===== src/rtl/chinpo_ctrl_gen2.sv =====
// chinpo_ctrl_gen2: CHINPO multicycle control FSM with prioritised maskable interrupts; define CHINPO_CTRL_WAIT_EN for memory wait states
module chinpo_ctrl_gen2 #(
  parameter int NINT = 4,
  parameter int IDW  = 2
) (
  input  logic            i_clk,
  input  logic            i_reset_n,
  input  logic [3:0]      i_opcode,
  input  logic            i_ir0,
  input  logic            i_ir1,
  input  logic            i_ir2,
  input  logic            i_ir3,
  input  logic            i_branch,
  input  logic [NINT-1:0] i_int_req,
  input  logic [NINT-1:0] i_int_mask,
  input  logic            i_int_ret,
  input  logic            i_mem_ready,
  output logic            o_pc_write,
  output logic            o_ir_write,
  output logic            o_mem_read,
  output logic            o_mem_write,
  output logic            o_reg_write,
  output logic            o_write_data_src,
  output logic            o_alu_src_a,
  output logic            o_clra,
  output logic            o_clrb,
  output logic            o_mva,
  output logic            o_mvb,
  output logic            o_mem_data,
  output logic [2:0]      o_alu_src_b,
  output logic [1:0]      o_alu_op,
  output logic [1:0]      o_mem_addr,
  output logic [1:0]      o_pc_in,
  output logic [NINT-1:0] o_int_ack,
  output logic [IDW-1:0]  o_int_id,
  output logic            o_ie,
  output logic [3:0]      o_current_state,
  output logic [3:0]      o_next_state
);
  typedef enum logic [3:0] {
    FETCH, DECODE, DR, I_ST, MEMA, BEQ, J, JR,
    DR_WRITE, SW_WRITE, LW_READ, LW_WRITE, JAL, RESET_ST, INT_SAVE, INT_VEC
  } state_t;

  state_t          r_state, w_next, w_bound;
  logic [NINT-1:0] r_pending, w_avail;
  logic [IDW-1:0]  r_int_id, w_sel;
  logic            r_ie, w_take, w_ready;

`ifdef CHINPO_CTRL_WAIT_EN
  assign w_ready = i_mem_ready;
`else
  logic w_unused_mem_ready;
  assign w_unused_mem_ready = i_mem_ready;
  assign w_ready = 1'b1;
`endif

  assign w_avail         = r_pending & ~i_int_mask;
  assign w_take          = r_ie & |w_avail;
  assign w_bound         = w_take ? INT_SAVE : FETCH;
  assign o_int_ack       = (r_state == INT_VEC) ? (NINT'(1) << r_int_id) : '0;
  assign o_int_id        = r_int_id;
  assign o_ie            = r_ie;
  assign o_current_state = r_state;
  assign o_next_state    = w_next;

  // lowest-index unmasked pending channel wins
  always_comb begin
    w_sel = '0;
    for (int i = NINT - 1; i >= 0; i--)
      if (w_avail[i]) w_sel = IDW'(i);
  end

  // next-state decode; instruction ends are the only interrupt points
  always_comb begin
    w_next = r_state;
    case (r_state)
      FETCH:    w_next = w_ready ? DECODE : FETCH;
      DECODE:
        case (i_opcode)
          4'd3:                    w_next = JR;
          4'd4, 4'd9, 4'd10, 4'd13: w_next = I_ST;
          4'd8, 4'd11:             w_next = J;
          4'd14, 4'd15:            w_next = MEMA;
          4'd12:                   w_next = i_branch ? BEQ : w_bound;
          default:                 w_next = DR;
        endcase
      DR, I_ST: w_next = DR_WRITE;
      MEMA:     w_next = (i_opcode == 4'd15) ? SW_WRITE : LW_READ;
      LW_READ:  w_next = w_ready ? LW_WRITE : LW_READ;
      SW_WRITE: w_next = w_ready ? w_bound : SW_WRITE;
      JR:       w_next = J;
      J:        w_next = (i_opcode == 4'd11) ? JAL : w_bound;
      BEQ, DR_WRITE, LW_WRITE, JAL: w_next = w_bound;
      RESET_ST: w_next = FETCH;
      INT_SAVE: w_next = w_ready ? INT_VEC : INT_SAVE;
      INT_VEC:  w_next = FETCH;
    endcase
  end

  // per-state datapath controls; Fetch strobes qualify on memory ready
  always_comb begin
    {o_pc_write, o_ir_write, o_mem_read, o_mem_write, o_reg_write, o_write_data_src,
     o_alu_src_a, o_clra, o_clrb, o_mva, o_mvb, o_mem_data} = '0;
    o_alu_src_b = '0;
    o_alu_op    = '0;
    o_mem_addr  = '0;
    o_pc_in     = '0;
    case (r_state)
      FETCH: begin
        o_pc_write  = w_ready;
        o_ir_write  = w_ready;
        o_mem_read  = 1'b1;
        o_alu_src_b = 3'd4;
      end
      DECODE: o_alu_src_b = 3'd3;
      DR: begin
        o_alu_op = 2'd2;
        o_alu_src_a = 1'b1;
        {o_mva, o_mvb, o_clra, o_clrb} = {i_ir3, i_ir2, i_ir1, i_ir0};
      end
      I_ST: begin
        o_alu_op    = 2'd2;
        o_alu_src_a = 1'b1;
        o_alu_src_b = 3'd1;
      end
      MEMA: begin
        o_alu_src_a = 1'b1;
        o_alu_src_b = 3'd3;
      end
      BEQ: o_pc_write = 1'b1;
      J: begin
        o_pc_write = 1'b1;
        o_alu_op   = 2'd3;
        o_pc_in    = 2'd1;
      end
      JR: begin
        o_alu_src_a = 1'b1;
        o_alu_op = 2'd3;
        {o_mva, o_mvb, o_clra, o_clrb} = {i_ir3, i_ir2, i_ir1, i_ir0};
      end
      DR_WRITE, JAL: o_reg_write = 1'b1;
      SW_WRITE: begin
        o_mem_addr  = 2'd1;
        o_mem_write = 1'b1;
      end
      LW_READ: begin
        o_mem_addr = 2'd1;
        o_mem_read = 1'b1;
      end
      LW_WRITE: begin
        o_reg_write      = 1'b1;
        o_write_data_src = 1'b1;
      end
      INT_SAVE: begin
        o_mem_write = 1'b1;
        o_mem_addr  = 2'd3;
        o_mem_data  = 1'b1;
      end
      INT_VEC: begin
        o_pc_write = 1'b1;
        o_pc_in    = 2'd3;
      end
      default: ;
    endcase
  end

  // state register
  always_ff @(posedge i_clk or negedge i_reset_n)
    if (!i_reset_n) r_state <= RESET_ST;
    else r_state <= w_next;

  // pending latches: new requests set, the serviced channel clears in IntVec, set wins
  always_ff @(posedge i_clk or negedge i_reset_n)
    if (!i_reset_n) r_pending <= '0;
    else r_pending <= (r_pending & ~o_int_ack) | i_int_req;

  // capture serviced channel only on entry to IntSave so later arrivals cannot redirect it
  always_ff @(posedge i_clk or negedge i_reset_n)
    if (!i_reset_n) r_int_id <= '0;
    else if (r_state != INT_SAVE && w_next == INT_SAVE) r_int_id <= w_sel;

  // global enable: cleared entering and during IntVec (beats a coincident return), set by return
  always_ff @(posedge i_clk or negedge i_reset_n)
    if (!i_reset_n) r_ie <= 1'b1;
    else if ((r_state == INT_SAVE && w_next == INT_VEC) || r_state == INT_VEC) r_ie <= 1'b0;
    else if (i_int_ret) r_ie <= 1'b1;
endmodule


===== config.mk =====
export PLATFORM = sky130hd
export DESIGN_NAME = chinpo_ctrl_gen2
export DESIGN_NICKNAME = d
export VERILOG_FILES = /design/src/rtl/chinpo_ctrl_gen2.sv
export SDC_FILE = /design/constraint.sdc
export NUM_CORES = 1
export LEC_CHECK = 0
export BUFFER_PORTS_ARGS = -buffer_cell sky130_fd_sc_hd__buf_2
export CORE_ASPECT_RATIO = 1.25
export CORE_UTILIZATION = 40
export DETAILED_ROUTE_END_ITERATION = 8
export GPL_TIMING_DRIVEN = 0
export MAX_ROUTING_LAYER = met4
export PLACE_DENSITY = 0.81
export SYNTH_ARGS = -nofsm -noshare
export SYNTH_HDL_FRONTEND = slang
export SYNTH_SLANG_ARGS = --single-unit
export TNS_END_PERCENT = 20

===== constraint.sdc =====
create_clock -name i_clk -period 2.5 [get_ports i_clk]
set_input_delay 0.5 -clock i_clk [delete_from_list [all_inputs] [get_ports i_clk]]
set_output_delay 0.5 -clock i_clk [all_outputs]
set_load 0.005 [all_outputs]

# After elaboration in Yosys (flattened, before gate mapping)
# Index checks and enable logic that the tools add are counted.
word_totals:
  regBits: 11
  in_bits: 21
  output_inout_bits: 36
  word_cells: 89
op_classes:
  eq_ne: 28
  shift: 1
  n_mux: 29
  bitwise: 6
  n_reduce_logical: 21
ops:
  columns: ["cell", "n"]
  rows:
  - ["== test 4 bit, second input constant", 18]
  - ["one-hot mux 4 bit (10 select lines)", 1]
  - ["== test 4 x 3 -> 1 bit, second input constant", 5]
  - ["one-hot mux 4 bit (5 select lines)", 1]
  - ["OR reduction 2 bit", 10]
  - ["two-way mux 4 bit", 4]
  - ["OR reduction 4 bit", 4]
  - ["two-way mux 1 bit", 14]
  - ["== test 4 x 2 -> 1 bit, second input constant", 3]
  - ["one-hot mux 2 bit (2 select lines)", 3]
  - ["two-way mux 2 bit", 5]
  - ["one-hot mux 3 bit (3 select lines)", 1]
  - ["AND 4 bit", 2]
  - ["NOT 4 bit", 2]
  - ["OR reduction 5 bit", 1]
  - ["== test 4 x 1 -> 1 bit, second input constant", 1]
  - ["logical NOT 4 bit", 1]
  - ["inequality test 4 bit, second input constant", 1]
  - ["bitwise OR 4 bit", 1]
  - ["<< shifter 1 x 2 -> 4 bit, first input constant", 1]
  - ["OR reduction 3 bit", 1]
  - ["logical AND 1 bit", 2]
  - ["nonzero test 2 bit", 1]
  - ["AND 1 bit", 1]
  - ["logical OR 1 bit", 1]

# Logic depth before layout (Yosys ltp)
# Gate-level depths: netlist of run 1.
depth:
  depth_word: 12
  mapped_depth: 8
  mapped_depth_nobuf: 6

# Worst setup path after synthesis of run 1
# No wires, ideal clock.
synth_timing:
  path_kind: "register to register"
  from: "reg r_state[0], in the netlist o_current_state[0]"
  to: "reg r_int_id[0], in the netlist o_int_id[0]"
  setup_time_ps: 128
  arrival_time_ps: 2433
  required_time_ps: 2372
  setup_slack_ps: -60
  stages_incl_launch_ff: 8
  path_buffers: 1
  period_less_slack_ps: 2560
  path_cell_list: "dfstp_2 buf_2 or4b_4 or4_1 a31oi_1 a21oi_1 nor3b_2 mux2_1"
synth_between:
  elab_chain_len: 5
  elab_cells_between_ends: 23
  cone_classes: "eq/ne (17); mux (1); reduce/logical (5)"
synth_lines:
  columns: ["element", "line", "rtl"]
  rows:
  - ["start: declaration", "45", "state_t r_state, w_next, w_bound;"]
  - ["start signal: assignment", "171", "else r_state <= w_next;"]
  - ["== test 4 bit, or another cell as far along", "77", "case (r_state)"]
  - ["OR reduction 5 bit (no source line) / OR reduction 2 bit (equally long branches)", null, null]
  - ["one-hot mux 4 bit (10 select lines)", "77", null]
  - ["== test 4 bit", "181", "else if (r_state != INT_SAVE && w_next == INT_SAVE) r_int_id <= w_sel;"]
  - ["logical AND 1 bit *", "181", null]
  - ["end signal: assignment", "181", null]
  - ["end: declaration", "47", "logic [IDW-1:0] r_int_id, w_sel;"]
# Mark *: on every way between the ends. The rest lies on a longest branch, timed or not.
# A chain may end at the register's enable or synchronous reset.

# Worst setup path after layout of run 1
layout_timing:
  from: "reg r_state[0], in the netlist o_current_state[0]"
  to: "out o_next_state[3]"
layout_between:
  elab_chain_len: 3
  elab_cells_between_ends: 20
  cone_classes: "eq/ne (15); mux (1); reduce/logical (4)"
layout_lines:
  columns: ["element", "line", "rtl"]
  rows:
  - ["== test 4 bit, or another cell as far along", "77", null]
  - ["OR reduction 5 bit (no source line) / OR reduction 2 bit (equally long branches)", null, null]
  - ["one-hot mux 4 bit (10 select lines) *", "77", null]
  - ["end: declaration", "38", "output logic [3:0] o_next_state"]
# Marks and branches as above.

==> results of run 1 <==
[sequential cells by signal (all words and copies together), names as in the netlist]
name,count
o_current_state,4
r_pending,4
o_int_id,2
o_ie,1
[cell usage in the layout (no fill, tap or decap), drive strengths merged, types with 3 or more instances in the layout]
master | Yosys | final
a21oi | 12 | 12
dfrtp | 7 | 7
nor2b | 9 | 9
nor2 | 16 | 16
nand2b | 3 | 3
buf | 7 | 71
o21bai | 4 | 4
dfstp | 4 | 4
nor3 | 4 | 4
o21ai | 6 | 6
and2 | 5 | 5
inv | 8 | 8
nand2 | 14 | 14
clkbuf | 7 | 10
nor4 | 3 | 3
a31oi | 3 | 3
[power groups by stage]
stage	Combinational [W]	Sequential (W)	Clock [W]
3_3_place_gp	0.00112	0.000327	0
3_5_place_dp	0.00112	0.000330	0
2_1_floorplan	0.000725	0.000327	0
4_1_cts	0.00161	0.000330	0.000122
6_report	0.00152	0.000330	0.000118
5_1_grt	0.00166	0.000344	0.000130
[worst max-delay path: cells and delay by family (launching register included)]
family,cells,cell delay [ps]
and+or+nand+nor,3,1100
DFF,1,540
buffers and inverters,1,120
AOI/OAI and AO/OA,2,260
[how the worst max path moves through the flow]
stage          depth (start not counted)                 endpoint  slack (ps)                    startpoint
6_report                               6          o_next_state[3]        -300  o_current_state[0]$_DFF_PN1_
5_1_grt                                6          o_next_state[3]        -360  o_current_state[0]$_DFF_PN1_
4_1_cts                                7          o_next_state[3]        -270  o_current_state[0]$_DFF_PN1_
3_5_place_dp                           7          o_next_state[3]        -130  o_current_state[0]$_DFF_PN1_
3_3_place_gp                           7          o_next_state[3]        -120  o_current_state[0]$_DFF_PN1_
2_1_floorplan                          7  o_int_id[0]$_DFFE_PN0P_          10  o_current_state[0]$_DFF_PN1_
[what timing repair did]
item | CTS | global route
buffers inserted | 15 | 2
resized for setup | 20 | 5
pin swaps | 6 | 5
setup endpoints to repair | 12 | 14
hold endpoints to repair | 0 | 0
[per-layer routing]
metal | global-route usage, % | routed length [µm] | vias to the layer above
li1 | - | - | 633
met1 | 27.74 | 1218 | 588
met2 | 39.38 | 1565 | 60
met3 | 2.134 | 201 | 10
met4 | 9.127 | 76 | 0
met5 | - | 0 | -
[area by class of cell]
cell class	count	area (µm²)
Clock buffer	3	22.52
Multi-Input combinational cell	110	703.2
Timing Repair Buffer	65	372.9
Inverter	8	30.03
Buffer	13	76.32
Tap cell	33	41.29
Sequential cell	11	280.3
Fill cell	251	920.9
Clock inverter	1	5.005
[stage by stage]
stage	TNS (ps)	instances	cell area, µm²	total power, W
2_1_floorplan	0	143	1050	0.001052
3_3_place_gp	-328.5	228	1351	0.001446
3_5_place_dp	-379.1	228	1351	0.001452
4_1_cts	-620.0	247	1564	0.002064
5_1_grt	-1086	244	1531	0.002136
6_report	-632.9	244	1531	0.001966
[cells by family after synthesis]
kind of cell	Yosys count	synth area share (%)
buf+inv	22	9.593
compound gates	38	24.34
simple gates	68	35.37
mux	2	2.158
xor+xnor	2	1.679
flops	11	26.86
==> run_results.csv, run 1 <==
group,metric,value,unit
outcome,status,"finished, violations left",
outcome,failed_checks,"negative setup slack",
floorplan,dieHeight,59.11,µm
synthesis,yosysMostFrequentCell,"nor2_1",
sta,post-route-period-util,111.8,%
detailed_routing,routed_via_density,5.291,
sta,setup_violations,5,
sta,hold_viol,0,
clock_network,cts.clk_slew.worst_paths,70,ps
critical_path,rr_endpoint,"o_int_id[0]$_DFFE_PN0P_",
synthesis,synth_top_flop_cell,"dfrtp_1",
floorplan,die_x,47.69,µm
power_and_ir_drop,p_leak,0.7938,nW
synthesis,mappedNetlistNets,164,
sta,hold_slack,83.42,ps
detailed_routing,ant_nets,0,
floorplan,num_rows,20,
power_and_ir_drop,p_comb_share,77.2,%
sta,fin_skew,6.148,ps
critical_path,critPathKind,"flop to primary output",
finish,syn_to_final_growth,46.76,%
clock_network,cts_root_buf,"clkbuf_4",
clock_network,clkSinkCount,11,
placed_design,io_buffers,52,
synthesis,seq_area_frac_synth,26.86,%
detailed_routing,drc,0,
critical_path,arrival,2300,ps
synthesis,synth_top_area_share,16.79,%
synthesis,avgSynthCellArea,7.297,µm²
power_and_ir_drop,switching_power,0.0008781,W
synthesis,yosys_warnings,0,
power_and_ir_drop,seqPwrFrac,16.8,%
synthesis,synthTopCellsByCount,"nor2_1 (16), nand2_1 (14), a21oi_1 (12)",
placed_design,gp_congestion,0.9540,
placed_design,pre_cts_ws,-129.3,ps
placed_design,hpwlAfterDp,2.119,mm
critical_path,timing.rr.start,"o_current_state[0]$_DFF_PN1_",
detailed_routing,routedWlPerCell,12.55,µm
power_and_ir_drop,power.share.switching,44.67,%
sta,max_slew_margin,70.78,%
finish,postLayoutCoreUtil,62.45,%
power_and_ir_drop,ir_drop,0.0008776,V
synthesis,synth_area_leader_cell,"dfrtp_1",
critical_path,cp-start-kind,"flop",
clock_network,cts_tree,"yes",
critical_path,slowest_stage,"dfstp_2",
synthesis,syn_area,0.001044,mm²
detailed_routing,routed_wl,3.061,mm
clock_network,cts_buffers,3,
global_routing,grt_pass1_wl,4.719,mm
critical_path,critPathMaxStageDelay,540,ps
power_and_ir_drop,p_per_area,1284,mW/mm²
clock_network,cts_hold_buffers,0,
finish,final_nets,233,
sta,max_freq,357.6,MHz
synthesis,syn_inst,143,
global_routing,grt_pass1_vias,1130,
synthesis,synth-edff-count,0,
sta,slew_violations,0,
detailed_routing,dr_total_vias,1291,
detailed_routing,first_pass_iters,4,
global_routing,grt.overflow.total,0,
floorplan,dieArea,0.002818,mm²
critical_path,critPathMaxFanout,3,
critical_path,critPathRequiredTime,2000,ps
synthesis,synth_area_leaders,"dfrtp_1 (17%), dfstp_2 (10%), a21oi_1 (5.8%), nor2_1 (5.8%), nor2b_1 (5.4%)",
global_routing,grt_max_degree,12,
finish,drive_gt1_share,44.55,%
power_and_ir_drop,p_clk_share,6.0,%
synthesis,synth.distinct_cells,42,
global_routing,grt_util_all_layers,23.40,%
sta,rsz0062_at_grt,"true",
critical_path,worst_r2r_path_depth,7,
detailed_routing,drt_iter0_markers,47,
finish,diodes,0,
floorplan,io_pins,57,
floorplan,start_util,42.55,%
critical_path,path_cells,"or4b_4, or4_4, a31oi_4, a21oi_2, nand2_1, buf_2",
clock_network,cts_max_level,1,
sta,tightest_slew,434.3,ps
synthesis,synth_seq_cells,11,
synthesis,async_flop_share,100.0,%
floorplan,core_area,0.002452,mm²
sta,setup_ws,-296.1,ps
critical_path,crit_path_end_kind,"primary output",
sta,period_needed,2796,ps
worst_hold_path,hp-class,"primary input to async pin",
global_routing,antenna_found_initial,0,
clock_network,worstSkewPairLatency,270,ps
power_and_ir_drop,p_int,0.001088,W
clock_network,clockBufferDepth,2,
critical_path,worst-r2r-setup-slack,-130,ps
job,maxCapViolCount,0,
Power figures use the tool's default switching activity.
==> run 2: changes to the inputs <==
==> config.mk (replaced) <==
export PLATFORM = sky130hd
export DESIGN_NAME = chinpo_ctrl_gen2
export DESIGN_NICKNAME = d
export VERILOG_FILES = /design/src/rtl/chinpo_ctrl_gen2.sv
export SDC_FILE = /design/constraint.sdc
export NUM_CORES = 1
export LEC_CHECK = 0
export CORE_ASPECT_RATIO = 1.25
export CORE_UTILIZATION = 56
export CTS_CLUSTER_DIAMETER = 150
export DETAILED_ROUTE_END_ITERATION = 8
export DONT_BUFFER_PORTS = 1
export GPL_TIMING_DRIVEN = 0
export MAX_ROUTING_LAYER = met4
export PLACE_DENSITY = 0.79
export RECOVER_POWER = 100
export SYNTH_ARGS = -nofsm -noshare
export SYNTH_HDL_FRONTEND = slang
export SYNTH_SLANG_ARGS = --single-unit
export TNS_END_PERCENT = 20
==> run 2 against run 1 <==
Net effect:
- the run still ends with negative setup slack left
- cell count decreased by 29%
- clock skew is 1.2 ps higher
- sequential share of layout area increased by 4.9 points
- combinational power shrank 30%
- power is 22% lower
- die area decreased by 28%
- sequential cell count unchanged
- via count fell by 15%
- critical path type unchanged
==> run_results.csv, run 2 (synthesis gave the netlist of run 1 again) <==
group,metric,value,unit
job,maxCapViolCount,0,
sta,fin_skew,7.323,ps
clock_network,cts_buffers,3,
critical_path,timing.rr.start,"o_current_state[0]$_DFF_PN1_",
finish,diodes,0,
sta,setup_violations,6,
global_routing,grt_util_all_layers,27.79,%
floorplan,io_pins,57,
sta,setup_ws,-268.0,ps
sta,tightest_slew,579.9,ps
clock_network,cts_root_buf,"clkbuf_4",
sta,period_needed,2768,ps
detailed_routing,ant_nets,0,
finish,final_area,0.001206,mm²
floorplan,start_util,59.11,%
outcome,status,"finished, violations left",
power_and_ir_drop,p_per_area,1274,mW/mm²
floorplan,num_rows,17,
critical_path,crit_path_end_kind,"primary output",
critical_path,arrival,2270,ps
finish,syn_to_final_growth,15.59,%
power_and_ir_drop,p_int,0.0007675,W
clock_network,cts.clk_slew.worst_paths,80,ps
sta,tns,-1102,ps
power_and_ir_drop,power.share.switching,50.05,%
outcome,failed_checks,"negative setup slack",
finish,mostFrequentLayoutCell,"nor2_1",
power_and_ir_drop,switching_power,0.0007690,W
detailed_routing,routed_via_density,6.370,
detailed_routing,dr_total_vias,1102,
power_and_ir_drop,seqPwrFrac,22.3,%
finish,drive_gt1_share,18.83,%
finish,nFillCells,152,
clock_network,clockBufferDepth,2,
clock_network,clkSinkCount,11,
finish,layout_common_cells,"nor2_1 (16), nand2_1 (14), a21oi_1 (11)",
power_and_ir_drop,p_comb_share,69.8,%
clock_network,cts_tree,"yes",
placed_design,hpwlAfterDp,1.974,mm
critical_path,crit_start,"o_current_state[0]$_DFF_PN1_",
sta,hold_slack,57.96,ps
detailed_routing,routedWlPerCell,15.81,µm
detailed_routing,routed_wl,2.735,mm
placed_design,gp_congestion,0.9421,
sta,max_freq,361.3,MHz
sta,max_slew_margin,61.21,%
floorplan,die_x,40.61,µm
floorplan,core_area,0.001765,mm²
power_and_ir_drop,p_clk_share,8.0,%
power_and_ir_drop,ir_drop,0.0005888,V
finish,final_nets,176,
global_routing,grt_pass1_vias,958,
global_routing,grt_max_degree,11,
detailed_routing,drt_iter0_markers,23,
critical_path,critPathMaxFanout,2,
finish,regArea,280.3,µm²
power_and_ir_drop,p_leak,0.5129,nW
floorplan,dieHeight,50.26,µm
detailed_routing,drc,0,
sta,rsz0062_at_grt,"true",
floorplan,dieArea,0.002041,mm²
finish,multi_input_area,710.7,µm²
worst_hold_path,hp-class,"primary input to async pin",
sta,slew_violations,0,
detailed_routing,first_pass_iters,4,
placed_design,pre_cts_ws,-175.9,ps
sta,post-route-period-util,110.7,%
critical_path,critPathRequiredTime,2000,ps
global_routing,grt_pass1_wl,3.912,mm
clock_network,cts_max_level,1,
critical_path,critPathKind,"flop to primary output",
clock_network,worstSkewPairLatency,270,ps
critical_path,cp-start-kind,"flop",
placed_design,place_area,0.001074,mm²
global_routing,grt.overflow.total,0,
global_routing,antenna_found_initial,0,
sta,hold_viol,0,
critical_path,worst_r2r_path_depth,8,
placed_design,io_buffers,0,
[run 2: cell types whose count changed in the layout (fill, tap and decap cells not counted), moves of 3 or more]
| cell | delta |
|---|---|
| buf_2 | -52 |
| buf_4 | -5 |
| buf_6 | -3 |
| clkbuf_1 | +5 |
| clkbuf_2 | -4 |
[run 2: what timing repair did]
action,4_1_cts,5_1_grt
hold endpoints to repair,7,0
setup buffers,3,3
resized for setup,8,8
cloned,0,0
pin swaps,3,4
setup endpoints to repair,11,10
hold buffers,1,0
[run 2: worst paths after layout]
| path | end | slack, ps |
|---|---|---|
| worst max-delay path | o_next_state[3] | -270 |
| worst min-delay path | o_current_state[2]$_DFF_PN1_ | 60 |
| worst max register to register | o_int_id[1]$_DFFE_PN0P_ | -210 |
| worst min register to register | r_pending[2]$_DFF_PN0_ | 500 |
| max in group asynchronous | r_pending[2]$_DFF_PN0_ | 1700 |
| min in group i_clk | r_pending[2]$_DFF_PN0_ | 320 |
[run 2: area by class of cell]
type	count	area share (%)
clock inverter	1	0.4149
buffer	14	6.846
inverter	8	2.490
multi-input combinational	110	58.92
sequential	11	23.24
tap	19	1.971
clock buffer	3	1.867
timing repair buffer	7	4.253
[run 2: power by group through the flow]
stage               logic [W]  clock network (W)  registers (W)
CTS                  0.000994           0.000122       0.000345
finish                0.00107           0.000122       0.000342
floorplan            0.000725                  0       0.000327
global route          0.00117           0.000129       0.000355
global placement     0.000875                  0       0.000344
detailed placement   0.000891                  0       0.000345
[run 2: critical path, cell delays in order, from the launching register on]
cell     delay [ps]
dfstp_2         560
buf_6           100
or4b_4          460
or4_4           510
a31oi_4         200
a21oi_2          50
nand2_1         110
[run 2: metal layers]
| metal | part of all wire [%] | vias to the layer above | GRT usage [%] |
|---|---|---|---|
| met3 | 5.1 | 14 | 2.655 |
| met4 | 3.3 | 0 | 14.44 |
| met1 | 38 | 510 | 29.95 |
| met2 | 53 | 56 | 47.09 |
| li1 | - | 522 | - |
| met5 | 0 | - | - |
[run 2: stage by stage]
stage	util, %	cells	total power [W]
4_1_cts	65.84	170	0.001461
3_5_place_dp	60.81	162	0.001235
5_1_grt	68.32	173	0.001656
6_report	68.32	173	0.001537
3_3_place_gp	60.81	162	0.001219
2_1_floorplan	-	143	0.001052
